--- config.mk ---
export PLATFORM = sky130hd
export DESIGN_NAME = ds18b20_responder
export DESIGN_NICKNAME = d
export VERILOG_FILES = /design/src/rtl/ds18b20_pkg.sv /design/src/rtl/crc8_dallas.sv /design/src/rtl/ds18b20_responder.sv
export SDC_FILE = /design/constraint.sdc
export NUM_CORES = 1
export LEC_CHECK = 0
export BUFFER_PORTS_ARGS = -buffer_cell sky130_fd_sc_hd__buf_2
export CAP_MARGIN = 20
export CORE_AREA = 4 4 146 148
export CTS_CLUSTER_SIZE = 24
export DETAILED_ROUTE_END_ITERATION = 7
export DIE_AREA = 0 0 150 152
export PLACE_DENSITY = 0.54
export SLEW_MARGIN = 20
export SYNTH_ARGS = -nofsm -noshare
export SYNTH_HDL_FRONTEND = slang
export SYNTH_SLANG_ARGS = --single-unit
--- constraint.sdc ---
create_clock -name clk -period 2.9 [get_ports clk]
set_input_delay 0 -clock clk [delete_from_list [all_inputs] [get_ports clk]]
set_output_delay 0 -clock clk [all_outputs]
set_load 0.02 [all_outputs]
--- src/rtl/ds18b20_pkg.sv ---
// Shared types and constants for the DS18B20 bus-side emulator.
// Scratchpad layout helper keeps the byte map in one place for reads and CRC.
package ds18b20_pkg;

  typedef enum logic [2:0] {
    IDLE,
    PRES_WAIT,
    PRESENCE,
    ROM_CMD,
    FUNC_CMD,
    CONV_POLL,
    READ_SP
  } state_t;

  localparam logic [7:0] CMD_SKIP_ROM = 8'hCC;
  localparam logic [7:0] CMD_CONVERT  = 8'h44;
  localparam logic [7:0] CMD_READ_SP  = 8'hBE;

  localparam logic [7:0] SP_TH   = 8'h4B;
  localparam logic [7:0] SP_TL   = 8'h46;
  localparam logic [7:0] SP_CFG  = 8'h7F;
  localparam logic [7:0] SP_RES0 = 8'hFF;
  localparam logic [7:0] SP_RES1 = 8'h0C;
  localparam logic [7:0] SP_RES2 = 8'h10;

  localparam logic [15:0] TEMP_POR = 16'h0550;

  function automatic logic [7:0] sp_byte(input logic [3:0] idx, input logic [15:0] temp,
                                         input logic [7:0] crc);
    logic [7:0] b;
    case (idx)
      4'd0:    b = temp[7:0];
      4'd1:    b = temp[15:8];
      4'd2:    b = SP_TH;
      4'd3:    b = SP_TL;
      4'd4:    b = SP_CFG;
      4'd5:    b = SP_RES0;
      4'd6:    b = SP_RES1;
      4'd7:    b = SP_RES2;
      default: b = crc;
    endcase
    return b;
  endfunction

endpackage

--- src/rtl/crc8_dallas.sv ---
// Serial Dallas/Maxim CRC8 (x^8+x^5+x^4+1, reflected), one data bit per enabled cycle.
module crc8_dallas (
  input  logic       clk,
  input  logic       rst,
  input  logic       clr,
  input  logic       en,
  input  logic       din,
  output logic [7:0] crc
);

  logic [7:0] crc_q, crc_d;
  logic       fb;

  always_comb begin
    fb    = crc_q[0] ^ din;
    crc_d = crc_q;
    if (clr) begin
      crc_d = 8'h00;
    end else if (en) begin
      crc_d = {fb, crc_q[7:5], crc_q[4] ^ fb, crc_q[3] ^ fb, crc_q[2:1]};
    end
  end

  always_ff @(posedge clk) begin
    if (!rst) begin
      crc_q <= 8'h00;
    end else begin
      crc_q <= crc_d;
    end
  end

  assign crc = crc_q;

endmodule

--- src/rtl/ds18b20_responder.sv ---
// 1-Wire slave emulating a DS18B20: reset/presence, Skip ROM, Convert T and
// Read Scratchpad with a serially computed CRC8 over the first eight bytes.
module ds18b20_responder
  import ds18b20_pkg::*;
#(
  parameter int CLKS_PER_US   = 12,
  parameter int RESET_MIN_US  = 480,
  parameter int PRES_DELAY_US = 30,
  parameter int PRES_LEN_US   = 120,
  parameter int SAMPLE_US     = 30,
  parameter int CONV_US       = 750000
) (
  input  logic        clk,
  input  logic        rst,
  input  logic        I_ONE_WIRE,
  output logic        O_ONE_WIRE,
  input  logic [15:0] I_TEMP,
  output logic [7:0]  O_CMD,
  output logic        O_CMD_VALID,
  output logic        O_BUSY
);

  localparam int RESET_CYC  = RESET_MIN_US * CLKS_PER_US;
  localparam int PDLY_CYC   = PRES_DELAY_US * CLKS_PER_US;
  localparam int PLEN_CYC   = PRES_LEN_US * CLKS_PER_US;
  localparam int SAMPLE_CYC = SAMPLE_US * CLKS_PER_US;
  localparam int CONV_CYC   = CONV_US * CLKS_PER_US;
  localparam int LW = $clog2(RESET_CYC + 1);
  localparam int TW = $clog2(PDLY_CYC + PLEN_CYC + SAMPLE_CYC + 1);
  localparam int CW = $clog2(CONV_CYC + 1);

  localparam logic [LW-1:0] RESET_LAST  = LW'(RESET_CYC - 1);
  localparam logic [LW-1:0] RESET_SAT   = LW'(RESET_CYC);
  localparam logic [TW-1:0] PDLY_LAST   = TW'(PDLY_CYC - 1);
  localparam logic [TW-1:0] PLEN_LAST   = TW'(PLEN_CYC - 1);
  localparam logic [TW-1:0] SAMPLE_LAST = TW'(SAMPLE_CYC - 1);
  localparam logic [CW-1:0] CONV_LAST   = CW'(CONV_CYC - 1);

  logic          sync1_q, sync1_d, sync2_q, sync2_d, prev_q, prev_d;
  logic [LW-1:0] low_cnt_q, low_cnt_d;
  logic          rst_det_q, rst_det_d;
  state_t        state_q, state_d;
  logic [TW-1:0] tmr_q, tmr_d;
  logic          slot_q, slot_d;
  logic [7:0]    shift_q, shift_d;
  logic [2:0]    bit_q, bit_d;
  logic [3:0]    byte_q, byte_d;
  logic          drive_q, drive_d;
  logic [7:0]    cmd_q, cmd_d;
  logic          cmd_valid_q, cmd_valid_d;
  logic          busy_q, busy_d;
  logic [CW-1:0] conv_q, conv_d;
  logic [15:0]   temp_q, temp_d;
  logic          crc_run_q, crc_run_d, crc_done_q, crc_done_d;
  logic [5:0]    crc_cnt_q, crc_cnt_d;
  logic [7:0]    crc_q, crc_d, crc_snap_q, crc_snap_d;

  logic       fall, bus_reset_hit;
  logic       crc_clr, crc_din;
  logic [7:0] crc_res, crc_byte, rd_byte, rx_byte;
  logic       rd_bit;

  assign fall          = prev_q & ~sync2_q;
  assign bus_reset_hit = ~sync2_q && (low_cnt_q == RESET_LAST);

  crc8_dallas u_crc (
    .clk (clk),
    .rst (rst),
    .clr (crc_clr),
    .en  (crc_run_q),
    .din (crc_din),
    .crc (crc_res)
  );

  always_comb begin
    sync1_d     = I_ONE_WIRE;
    sync2_d     = sync1_q;
    prev_d      = sync2_q;
    low_cnt_d   = low_cnt_q;
    rst_det_d   = rst_det_q;
    state_d     = state_q;
    tmr_d       = tmr_q;
    slot_d      = slot_q;
    shift_d     = shift_q;
    bit_d       = bit_q;
    byte_d      = byte_q;
    drive_d     = drive_q;
    cmd_d       = cmd_q;
    cmd_valid_d = 1'b0;
    busy_d      = busy_q;
    conv_d      = conv_q;
    temp_d      = temp_q;
    crc_run_d   = crc_run_q;
    crc_cnt_d   = crc_cnt_q;
    crc_done_d  = 1'b0;
    crc_d       = crc_q;
    crc_snap_d  = crc_snap_q;
    crc_clr     = 1'b0;
    rx_byte     = {sync2_q, shift_q[7:1]};
    rd_byte     = sp_byte(byte_q, temp_q, crc_snap_q);
    rd_bit      = (state_q == CONV_POLL) ? ~busy_q : rd_byte[bit_q];
    crc_byte    = sp_byte({1'b0, crc_cnt_q[5:3]}, temp_q, 8'h00);
    crc_din     = crc_byte[crc_cnt_q[2:0]];

    if (sync2_q) begin
      low_cnt_d = '0;
    end else if (low_cnt_q != RESET_SAT) begin
      low_cnt_d = low_cnt_q + LW'(1);
    end

    if (crc_run_q) begin
      crc_cnt_d = crc_cnt_q + 6'd1;
      if (crc_cnt_q == 6'd63) begin
        crc_run_d  = 1'b0;
        crc_done_d = 1'b1;
      end
    end
    if (crc_done_q) begin
      crc_d = crc_res;
    end

    // Conversion keeps running through bus resets and any slot activity.
    if (busy_q) begin
      if (conv_q == '0) begin
        busy_d     = 1'b0;
        temp_d     = I_TEMP;
        crc_clr    = 1'b1;
        crc_run_d  = 1'b1;
        crc_cnt_d  = 6'd0;
        crc_done_d = 1'b0;
      end else begin
        conv_d = conv_q - CW'(1);
      end
    end

    if (bus_reset_hit) begin
      state_d   = IDLE;
      drive_d   = 1'b1;
      slot_d    = 1'b0;
      rst_det_d = 1'b1;
    end else if (rst_det_q) begin
      if (sync2_q) begin
        state_d   = PRES_WAIT;
        tmr_d     = '0;
        rst_det_d = 1'b0;
      end
    end else begin
      case (state_q)
        PRES_WAIT: begin
          tmr_d = tmr_q + TW'(1);
          if (tmr_q == PDLY_LAST) begin
            state_d = PRESENCE;
            tmr_d   = '0;
            drive_d = 1'b0;
          end
        end
        PRESENCE: begin
          tmr_d = tmr_q + TW'(1);
          if (tmr_q == PLEN_LAST) begin
            state_d = ROM_CMD;
            drive_d = 1'b1;
            slot_d  = 1'b0;
            bit_d   = 3'd0;
            shift_d = 8'h00;
          end
        end
        ROM_CMD, FUNC_CMD: begin
          if (!slot_q) begin
            if (fall) begin
              slot_d = 1'b1;
              tmr_d  = '0;
            end
          end else begin
            tmr_d = tmr_q + TW'(1);
            if (tmr_q == SAMPLE_LAST) begin
              slot_d  = 1'b0;
              shift_d = rx_byte;
              bit_d   = bit_q + 3'd1;
              if (bit_q == 3'd7) begin
                if (state_q == ROM_CMD) begin
                  state_d = (rx_byte == CMD_SKIP_ROM) ? FUNC_CMD : IDLE;
                end else begin
                  cmd_d       = rx_byte;
                  cmd_valid_d = 1'b1;
                  case (rx_byte)
                    CMD_CONVERT: begin
                      busy_d  = 1'b1;
                      conv_d  = CONV_LAST;
                      state_d = CONV_POLL;
                    end
                    CMD_READ_SP: begin
                      state_d    = READ_SP;
                      byte_d     = 4'd0;
                      bit_d      = 3'd0;
                      crc_snap_d = crc_q;
                    end
                    default: state_d = IDLE;
                  endcase
                end
              end
            end
          end
        end
        CONV_POLL, READ_SP: begin
          if (!slot_q) begin
            if (fall) begin
              slot_d  = 1'b1;
              tmr_d   = '0;
              drive_d = rd_bit;
            end
          end else begin
            tmr_d = tmr_q + TW'(1);
            if (tmr_q == SAMPLE_LAST) begin
              slot_d  = 1'b0;
              drive_d = 1'b1;
              if (state_q == READ_SP) begin
                bit_d = bit_q + 3'd1;
                if (bit_q == 3'd7) begin
                  if (byte_q == 4'd8) begin
                    state_d = IDLE;
                  end else begin
                    byte_d = byte_q + 4'd1;
                  end
                end
              end
            end
          end
        end
        default: ;
      endcase
    end
  end

  always_ff @(posedge clk) begin
    if (!rst) begin
      sync1_q     <= 1'b1;
      sync2_q     <= 1'b1;
      prev_q      <= 1'b1;
      low_cnt_q   <= '0;
      rst_det_q   <= 1'b0;
      state_q     <= IDLE;
      tmr_q       <= '0;
      slot_q      <= 1'b0;
      shift_q     <= 8'h00;
      bit_q       <= 3'd0;
      byte_q      <= 4'd0;
      drive_q     <= 1'b1;
      cmd_q       <= 8'h00;
      cmd_valid_q <= 1'b0;
      busy_q      <= 1'b0;
      conv_q      <= '0;
      temp_q      <= TEMP_POR;
      crc_run_q   <= 1'b1;
      crc_cnt_q   <= 6'd0;
      crc_done_q  <= 1'b0;
      crc_q       <= 8'h00;
      crc_snap_q  <= 8'h00;
    end else begin
      sync1_q     <= sync1_d;
      sync2_q     <= sync2_d;
      prev_q      <= prev_d;
      low_cnt_q   <= low_cnt_d;
      rst_det_q   <= rst_det_d;
      state_q     <= state_d;
      tmr_q       <= tmr_d;
      slot_q      <= slot_d;
      shift_q     <= shift_d;
      bit_q       <= bit_d;
      byte_q      <= byte_d;
      drive_q     <= drive_d;
      cmd_q       <= cmd_d;
      cmd_valid_q <= cmd_valid_d;
      busy_q      <= busy_d;
      conv_q      <= conv_d;
      temp_q      <= temp_d;
      crc_run_q   <= crc_run_d;
      crc_cnt_q   <= crc_cnt_d;
      crc_done_q  <= crc_done_d;
      crc_q       <= crc_d;
      crc_snap_q  <= crc_snap_d;
    end
  end

  assign O_ONE_WIRE  = drive_q;
  assign O_CMD       = cmd_q;
  assign O_CMD_VALID = cmd_valid_q;
  assign O_BUSY      = busy_q;

endmodule

Yosys cells after proc, flatten, opt, wreduce, memory -nomap -nowiden

Index checks and enable logic that the tools add are counted.

Mux-type cells: 102
Bitwise operators: 14
Reductions and logical operators: 28
Shift-type cells: 0
Div/mod/pow operators: 0
Add/subtract/negate cells: 6
$lt $le $gt $ge: 2
Eq/ne operators: 56
Multipliers: 0

Operators with widths:

| operator              | count |
|---|---|
| $mux 24               | 10 |
| $pmux 8 s8            | 2 |
| $mux 3                | 23 |
| $mux 12               | 5 |
| $mux 4                | 10 |
| $mux 1                | 36 |
| $ne 3x3->1 const B    | 12 |
| $pmux 12 s3           | 1 |
| $ne 2x2->1 const B    | 13 |
| $eq 3x3->1 const B    | 8 |
| $logic_not 24->1      | 1 |
| $mux 8                | 3 |
| $sub 24x1->24 const B | 1 |
| $mux 6                | 3 |
| $eq 4x3->1 const B    | 4 |
| $eq 8x8->1 const B    | 2 |
| $pmux 8 s2            | 1 |
| $add 13x1->13 const B | 1 |
| $eq 13x13->1 const B  | 1 |
| $ne 13x13->1 const B  | 1 |
| $reduce_and 13->1     | 1 |
| $add 12x1->12 const B | 1 |
| $eq 12x11->1 const B  | 1 |
| $eq 12x9->1 const B   | 1 |
| other kinds (40)      | 66 |

ROM bits: 0
Flip-flop bits (word level): 131
Output and inout port bits: 11
RAM bits: 0
Bits in latches: 0
Memories kept: 0

Logic depth before layout (Yosys ltp)

Gate-level depths: netlist (run 1).

Depth after elaboration: 11
Mapped depth: 10
Mapped depth without buffers: 9

Modules after synthesis

From an unflattened synthesis (run 1), not the netlist that was laid out.

Cell total of the unflattened synthesis: 823
Area total of the unflattened synthesis: 6,671.4 um2

Modules (own cells, without submodules):

| module            | sequential area each (um2) | cells each | instances | area an instance (um2) |
|---|---|---|---|---|
| ds18b20_responder | 2,442.3                    | 790        | 1         | 6,328.6 |
| crc8_dallas       | 160.2                      | 33         | 1         | 342.8 |

Worst setup path after synthesis (run 1)

No wires, ideal clock.

Kind: reg-to-reg
Start point: register tmr_q[11]
End point: register byte_q[2]
Slack: 0.292 ns
Cell stages (with the launch flop): 8
Arrival time: 2.537 ns
Path through: dfxtp_1 -> or4_4 -> nor4_4 -> nor2_2 -> or4_4 -> or2_0 -> or3_1 -> a21oi_1

Word-level cells in the longest chain between the ends: 3
Elaborated cells between the ends (all ways): 4
Those cells by class: eq/ne (3); reduce/logical (1)

Ends and longest elaborated chain:

| element                              | RTL line                                           | RTL |
|---|---|---|
| start: declaration                   | ds18b20_responder.sv:43                            | `logic [TW-1:0] tmr_q, tmr_d;` |
| start signal: assignment             | ds18b20_responder.sv:265                           | `tmr_q <= tmr_d;` |
| $eq 12x9->1 *                        | ds18b20_responder.sv:175, ds18b20_responder.sv:213 |  |
| $ne 2x2->1 (no source line)          | -                                                  |  |
| $reduce_and 13->1 (no source line) * | -                                                  |  |
| end signal: assignment               | ds18b20_responder.sv:269                           | `byte_q <= byte_d;` |
| end: declaration                     | ds18b20_responder.sv:47                            | `logic [3:0] byte_q, byte_d;` |

Every way passes the cells marked *; elsewhere a longest branch is shown, timed or not.
A chain may end at the register's enable or synchronous reset.

Final worst setup path (run 1)

Start point: register conv_q[4]
End point: register temp_q[4]

Word-level cells in the longest chain between the ends: 2

Ends and longest elaborated chain:

| element                           | RTL line                 | RTL |
|---|---|---|
| start: declaration                | ds18b20_responder.sv:52  | `logic [CW-1:0] conv_q, conv_d;` |
| start signal: assignment          | ds18b20_responder.sv:274 | `conv_q <= conv_d;` |
| $logic_not 24->1                  | ds18b20_responder.sv:124 | `if (conv_q == '0) begin` |
| $reduce_and 2->1 (no source line) | -                        |  |
| end signal: assignment            | ds18b20_responder.sv:275 | `temp_q <= temp_d;` |
| end: declaration                  | ds18b20_responder.sv:53  | `logic [15:0] temp_q, temp_d;` |

No other way between the ends.

==> metrics.txt, run 1 <==
Die ar.=22,800 sq um; setup TNS=0 ps; layout cells sized above 1=12.5%; Arr. time, crit path=3080 ps; pwr dens=607 nW/um^2; Post-CTS Resized=0; Final Hold Viols=0; Final ANT Viol Nets=0; Worst-Margin Slew=641 ps; clock skew=8.35 ps; status=completed; final wirelength=14,800 um; global-route wire length before repair=25,500 um; DR vias/cell=4.85; CTS tree=built; HP Class=in -> reg; via count of the first global-routing pass=5,122; initial DRC count=287; Worst setup EP type=flip-flop; YS warnings=0; number of CTS-inserted buffers=17; # clock sinks=130; Largest delay share family, worst path=simple AND/OR/NAND/NOR gates; RSZ-0062 raised after global routing=no; met2 WL=6710 um; Ports=30; Post-Synthesis Cells=774; Skew-Pair Late Insertion Delay=420 ps; commonest non-fill, non-tap cell in the layout=dfxtp_1; critical path class=reg -> reg; Worst slew margin=56.9%; Initial Util=31.7%; worst-path cell chain=or4_1 > or3_1 > nor3_1 > nand2_1 > buf_4 > nand2_1 > nand3_1 > dlygate4sd3_1; Wirelength per Cell=13.4 um; Yosys cell types=61; #FFs+latches synth=130; Setup Buffers After CTS=0; Die Wd=150 um; period utilization=95.7%; M1 WL=7450 um; Overall Power=0.00467 W; register area share after synthesis=41.0%; PortBufs=29; startpoint types=flip-flop; GRT overflow=0; Main synth FF type=dfxtp_1; diode count=0; max-cap viol count=0; DR pass1 iterations=5; FMAX=360 MHz; final-stage net count=858; CTS clock-pin slew for the worst setup and hold paths=60 ps; Final Setup Violations=0; P_leak=2.84 nW; H-tree depth=4; clock period minus worst slack=2780 ps; Top Metal Used=met4; CP max-delay cell=dlygate4sd3_1; synthesized area per cell=8.20 sq um; CP max stage delay=580 ps; most frequent cells in the layout=130 x dfxtp_1, 112 x nor2_1, 107 x nand2_1; worst path bufs/invs=2; Post-synth EDFFs=0; synthesis-to-layout area growth=21.2%; row cnt=52; Die Ht=152 um; Worst Path Required=3210 ps; Synth Cell Area=6350 sq um; Max rail drop VDD=0.380 mV; total track usage=13.5%; routability-driven placement congestion ratio=0.834; CTS Root Cell=clkbuf_16; Post-synth ARST share=0%; final routed DRC violation total=0; Vias=5,391; initial antenna violation count=0; Final HPWL DP=10,100 um; met3 wire length=583 um; Syn Nets=804; clock buffer depth=2; Most common cell on crit path=nand2_1; final slew viol count=0; largest net degree at the start of global routing=35; core area=20,000 sq um; Worst Path Max Fanout=16
==> layout make-up <==
| cell class | count | area [sq um] |
|---|---|---|
| Fill cell | 2110 | 12300 |
| Multi-Input combinational cell | 592 | 3550 |
| Sequential cell | 130 | 2600 |
| Timing Repair Buffer | 72 | 526 |
| Clock buffer | 20 | 467 |
| Tap cell | 270 | 338 |
| Clock inverter | 12 | 156 |
| Inverter | 15 | 56.3 |
==> where the power goes <==
group / switching (W) / total, W / internal (W)
Sequential: 0.0000599 / 0.00189 / 0.00183
Combinational: 0.000315 / 0.000550 / 0.000234
Clock: 0.000811 / 0.00223 / 0.00142
==> worst register-to-register path: cells and delay by family, from the launching register on <==
| kind | cells | cell delay [ps] |
|---|---|---|
| and+or+nand+nor | 6 | 1540 |
| DFF | 1 | 330 |
| buffers and inverters | 2 | 790 |
==> layer usage <==
metal | track usage, % | up-vias
met5 | 0 | -
met4 | 3.49 | 0
met3 | 3.66 | 9
met2 | 20.4 | 89
met1 | 18.9 | 2477
li1 | - | 2816
==> registers in the layout, summed over array words and instances, names as in the netlist, 8 cells and up <==
signal and flops:
temp_q 16, O_CMD 8, u_crc.crc 8, tmr_q 12
conv_q 24, crc_q 8, crc_snap_q 8, low_cnt_q 13
==> logic make-up (layout without fill, tap and decap cells) <==
family	after synthesis	count (layout)	synth area share [%]
buffers and inverters	52	119	3.07
xor gates and xnor gates	49	49	6.76
and+or+nand+nor	368	368	28.5
muxes	37	37	5.95
adders and majority gates	11	11	2.17
DFF	130	130	41.0
AOI/OAI and AO/OA	127	127	12.5
==> cells in the mapped netlist (all sizes together) (2+ instances only) <==
cell type  instances  area, sq um
dfxtp            130         2600
nor2             113          427
nand2            107          402
a21oi             64          320
clkbuf            36          135
mux2i             31          310
nand3             31          155
xnor2             26          228
xor2              23          201
inv               15         56.3
nor3              14         70.1
nand2b            13         81.3
nand4             13         81.3
nor4              12          105
o21ai             12         60.1
ha                11          138
a211oi             9         67.6
and3               9         56.3
nor2b              8         50.1
nand3b             7         52.6
or3                7         43.8
a21o               6         45.0
mux2               6         67.6
or4                5         45.0
a221oi             4         35.0
a31oi              4         25.0
and2               4         25.0
nand4b             4         35.0
o2111ai            4         35.0
o31ai              4         30.0
or2                4         25.0
or3b               4         35.0
a221o              3         30.0
a22oi              2         15.0
a41oi              2         17.5
and3b              2         17.5
and4b              2         20.0
nor4b              2         17.5
o21a               2         15.0
o32ai              2         17.5
or4b               2         20.0
==> metrics by stage <==
stage | worst slack (ps) | area, sq um | utilization (%) | hold slack, ps | instances
after floorplan | 292 | 6350 | - | 101 | 774
after global placement | 319 | 6840 | 34.1 | 188 | 1056
after detailed placement | 314 | 6840 | 34.1 | 197 | 1056
after CTS | 128 | 7700 | 38.4 | 358 | 1111
after global routing | 0.411 | 7700 | 38.4 | 375 | 1111
final | 124 | 7700 | 38.4 | 370 | 1111
==> what timing repair did <==
item | CTS | global route
endpoints found under the setup margin | 0 | 0
endpoints found under the hold margin | 18 | 0
hold buffers | 23 | 0
==> path summary, 6_finish.rpt <==
kind | start | cells past startpoint | slack [ps] | endpoint
setup / recovery | conv_q[4] | 8 | 120 | temp_q[4]
hold / removal | I_TEMP[12] | 4 | 370 | temp_q[12]
setup reg to reg | conv_q[4] | 8 | 120 | temp_q[4]
hold reg to reg | crc_snap_q[4] | 2 | 450 | crc_snap_q[4]
No activity file was read; power rests on OpenSTA's default activity.
==> inputs of run 2 (changes only) <==
ABC_AREA = 1   (was default)
CORE_AREA = 4 4 153 155   (was 4 4 146 148)
DIE_AREA = 0 0 157 159   (was 0 0 150 152)
PLACE_DENSITY = 0.53   (was 0.54)
SKIP_LAST_GASP = 1   (was default)
SLEW_MARGIN = 0   (was 20)
==> metrics.txt, run 2 <==
CTS tree=built; Synth top cells by count=230 x nand2_1, 151 x nor2_1, 130 x dfxtp_1, 128 x inv_1, 77 x nand3_1; critical path class=reg -> reg; HP Class=in -> reg; clock buffer depth=2 (unchanged); #FFs+latches synth=130 (unchanged); Synth Cell Area=6920 sq um (+9.0%); layout cells sized above 1=10.3% (-2.1 points); largest register by flop count=conv_q; met2 usage=22.7% (+2.3 points); synthesized area per cell=6.63 sq um (-19%); period utilization=82.4% (-13 points); DR pass1 iterations=5 (unchanged); most frequent cells in the layout=230 x nand2_1, 151 x nor2_1, 130 x dfxtp_1; clock period minus worst slack=2390 ps (-387 ps); row cnt=54 (+3.8%); CTS Root Cell=clkbuf_16; # clock sinks=130 (unchanged); Final ANT Viol Nets=0 (unchanged); pwr dens=626 nW/um^2 (+3.2%); final wirelength=17,300 um (+17%); Main synth FF type=dfxtp_1; Post-synth ARST share=0% (unchanged); synthesis-to-layout area growth=17.3%; Skew-Pair Late Insertion Delay=420 ps (about the same); Yosys cell types=47 (-23%); Die Ht=159 um (+4.6%); most frequent cell after synthesis=nand2_1; CTS Hold Bufs=17 (-26%); startpoint types=flip-flop; Final Setup Violations=0 (unchanged); initial antenna violation count=0 (unchanged); Initial Util=31.7% (about the same); Max rail drop VDD=0.313 mV (-18%); max FFs per register=24 (unchanged); diode count=0 (unchanged); Die Wd=157 um (+4.7%); Worst slew margin=57.9% (+1.0 points); Synth area leaders=dfxtp_1 38%, nand2_1 12%, nor2_1 8.2%; DP Area=7330 sq um (+7.1%); design area=8110 sq um (+5.4%); RSZ-0062 raised after global routing=no; Syn Nets=1,074 (+34%); GRT overflow=0 (unchanged); final routed DRC violation total=0 (unchanged); final-stage net count=1,119 (+30%); Post-synth EDFFs=0 (unchanged); DR vias/cell=4.77 (-1.8%); Worst Path Required=3210 ps (about the same); YS warnings=0 (unchanged); CTS clock-pin slew for the worst setup and hold paths=60 ps (about the same); register area share after synthesis=37.6% (-3.4 points); Largest regs=conv_q: 24 flops, temp_q: 16 flops, low_cnt_q: 13 flops; leading area contributor after synthesis=dfxtp_1; Post-Synthesis Cells=1,044 (+35%); post-layout util=37.2% (-1.2 points); worst-path cell chain=ha_1 > ha_1 > inv_1 > nor2_1 > nand2_1 > a31oi_4 > nand3_2 > nand2_1 > inv_2 > and3_1; CP max stage delay=490 ps (-90 ps); status=completed; Vias=6,588 (+22%); H-tree depth=4 (unchanged); final slew viol count=0 (unchanged); Setup Buffers After CTS=0 (unchanged); total track usage=14.3% (+0.82 points); core area=21,800 sq um (+8.9%); initial DRC count=379 (+32%); FMAX=419 MHz (+16%); M1 GR Usage=19.3% (+0.37 points); max-cap viol count=0 (unchanged); CP max-delay cell=dfxtp_1; R2R depth=10 (+2); Arr. time, crit path=2700 ps (-380 ps); Wirelength per Cell=12.5 um (-6.2%); met3 Use GR=3.04% (-0.62 points); P_leak=3.56 nW (+26%); Post-CTS Resized=0 (unchanged); Overall Power=0.00508 W (+8.8%); Final HPWL DP=12,600 um (+24%); number of CTS-inserted buffers=17 (unchanged); Ports=30 (unchanged); routability-driven placement congestion ratio=0.833 (-0.14%); setup TNS=0 ps (unchanged); PortBufs=29 (unchanged); global-route wire length before repair=29,700 um (+17%); clock skew=15.6 ps (+7.21 ps); Die ar.=25,000 sq um (+9.5%); Worst-Margin Slew=626 ps (-14.4 ps); Worst Path Max Fanout=11 (-5); Final Hold Viols=0 (unchanged); busiest layer in global routing=met2; Worst setup EP type=flip-flop; commonest non-fill, non-tap cell in the layout=nand2_1; Hold Path Stages=5 (+1); via count of the first global-routing pass=6,171 (+20%); largest net degree at the start of global routing=33 (-5.7%); Yosys top cell area share=37.6% (-3.4 points)
## run 2: stage by stage
| step | hold slack (ps) | setup slack, ps | instances |
|---|---|---|---|
| after floorplan | 107 | 1130 | 1044 |
| after global placement | 189 | 587 | 1333 |
| after global routing | 126 | 337 | 1382 |
| after CTS | 69.0 | 490 | 1382 |
| after detailed placement | 195 | 515 | 1333 |
| final | 89.7 | 511 | 1382 |
## run 2: final cells by class
type                            instances  area [sq um]
Multi-Input combinational cell        748          3650
Fill cell                            2366         13700
Timing Repair Buffer                   54           375
Clock inverter                         12           155
Sequential cell                       130          2600
Inverter                              138           518
Tap cell                              280           350
Clock buffer                           20           457
## run 2: kinds of logic (layout without fill, tap and decap cells)
kind of cell,Yosys count,count (layout),share of synthesized area [%]
and+or+nand+nor,557,557,35.5
AOI/OAI and AO/OA,171,171,14.2
buffers and inverters,166,224,9.57
DFF,130,130,37.6
adders and majority gates,11,11,1.99
xor gates and xnor gates,7,7,0.886
muxes,2,2,0.289
## run 2: worst paths after layout
check / slack [ps] / to / startpoint
worst max-delay path: 510 / conv_q[21] / bit_q[0]
worst min-delay path: 90 / low_cnt_q[5] / rst
worst max register to register: 510 / conv_q[21] / bit_q[0]
worst min register to register: 420 / prev_d / sync1_q
## run 2: worst max-delay path: cells and delay by family, from the launching register on
kind	cells	cell delay [ps]
adders and majority gates	2	400
buffers and inverters	2	160
DFF	1	490
and+or+nand+nor	5	860
AOI/OAI and AO/OA	1	380
## run 2: metal layers
metal | wire length, um | vias to the layer above
met5 | 0 | -
met4 | 248 | 0
met3 | 563 | 15
met2 | 7830 | 91
met1 | 8680 | 2993
li1 | - | 3489
## run 2: where the power goes
part	total, W	leakage [nW]	internal (W)	switching (W)
logic	0.000877	2.22	0.000289	0.000588
registers	0.00197	1.05	0.00188	0.0000984
clock network	0.00223	0.297	0.00140	0.000827
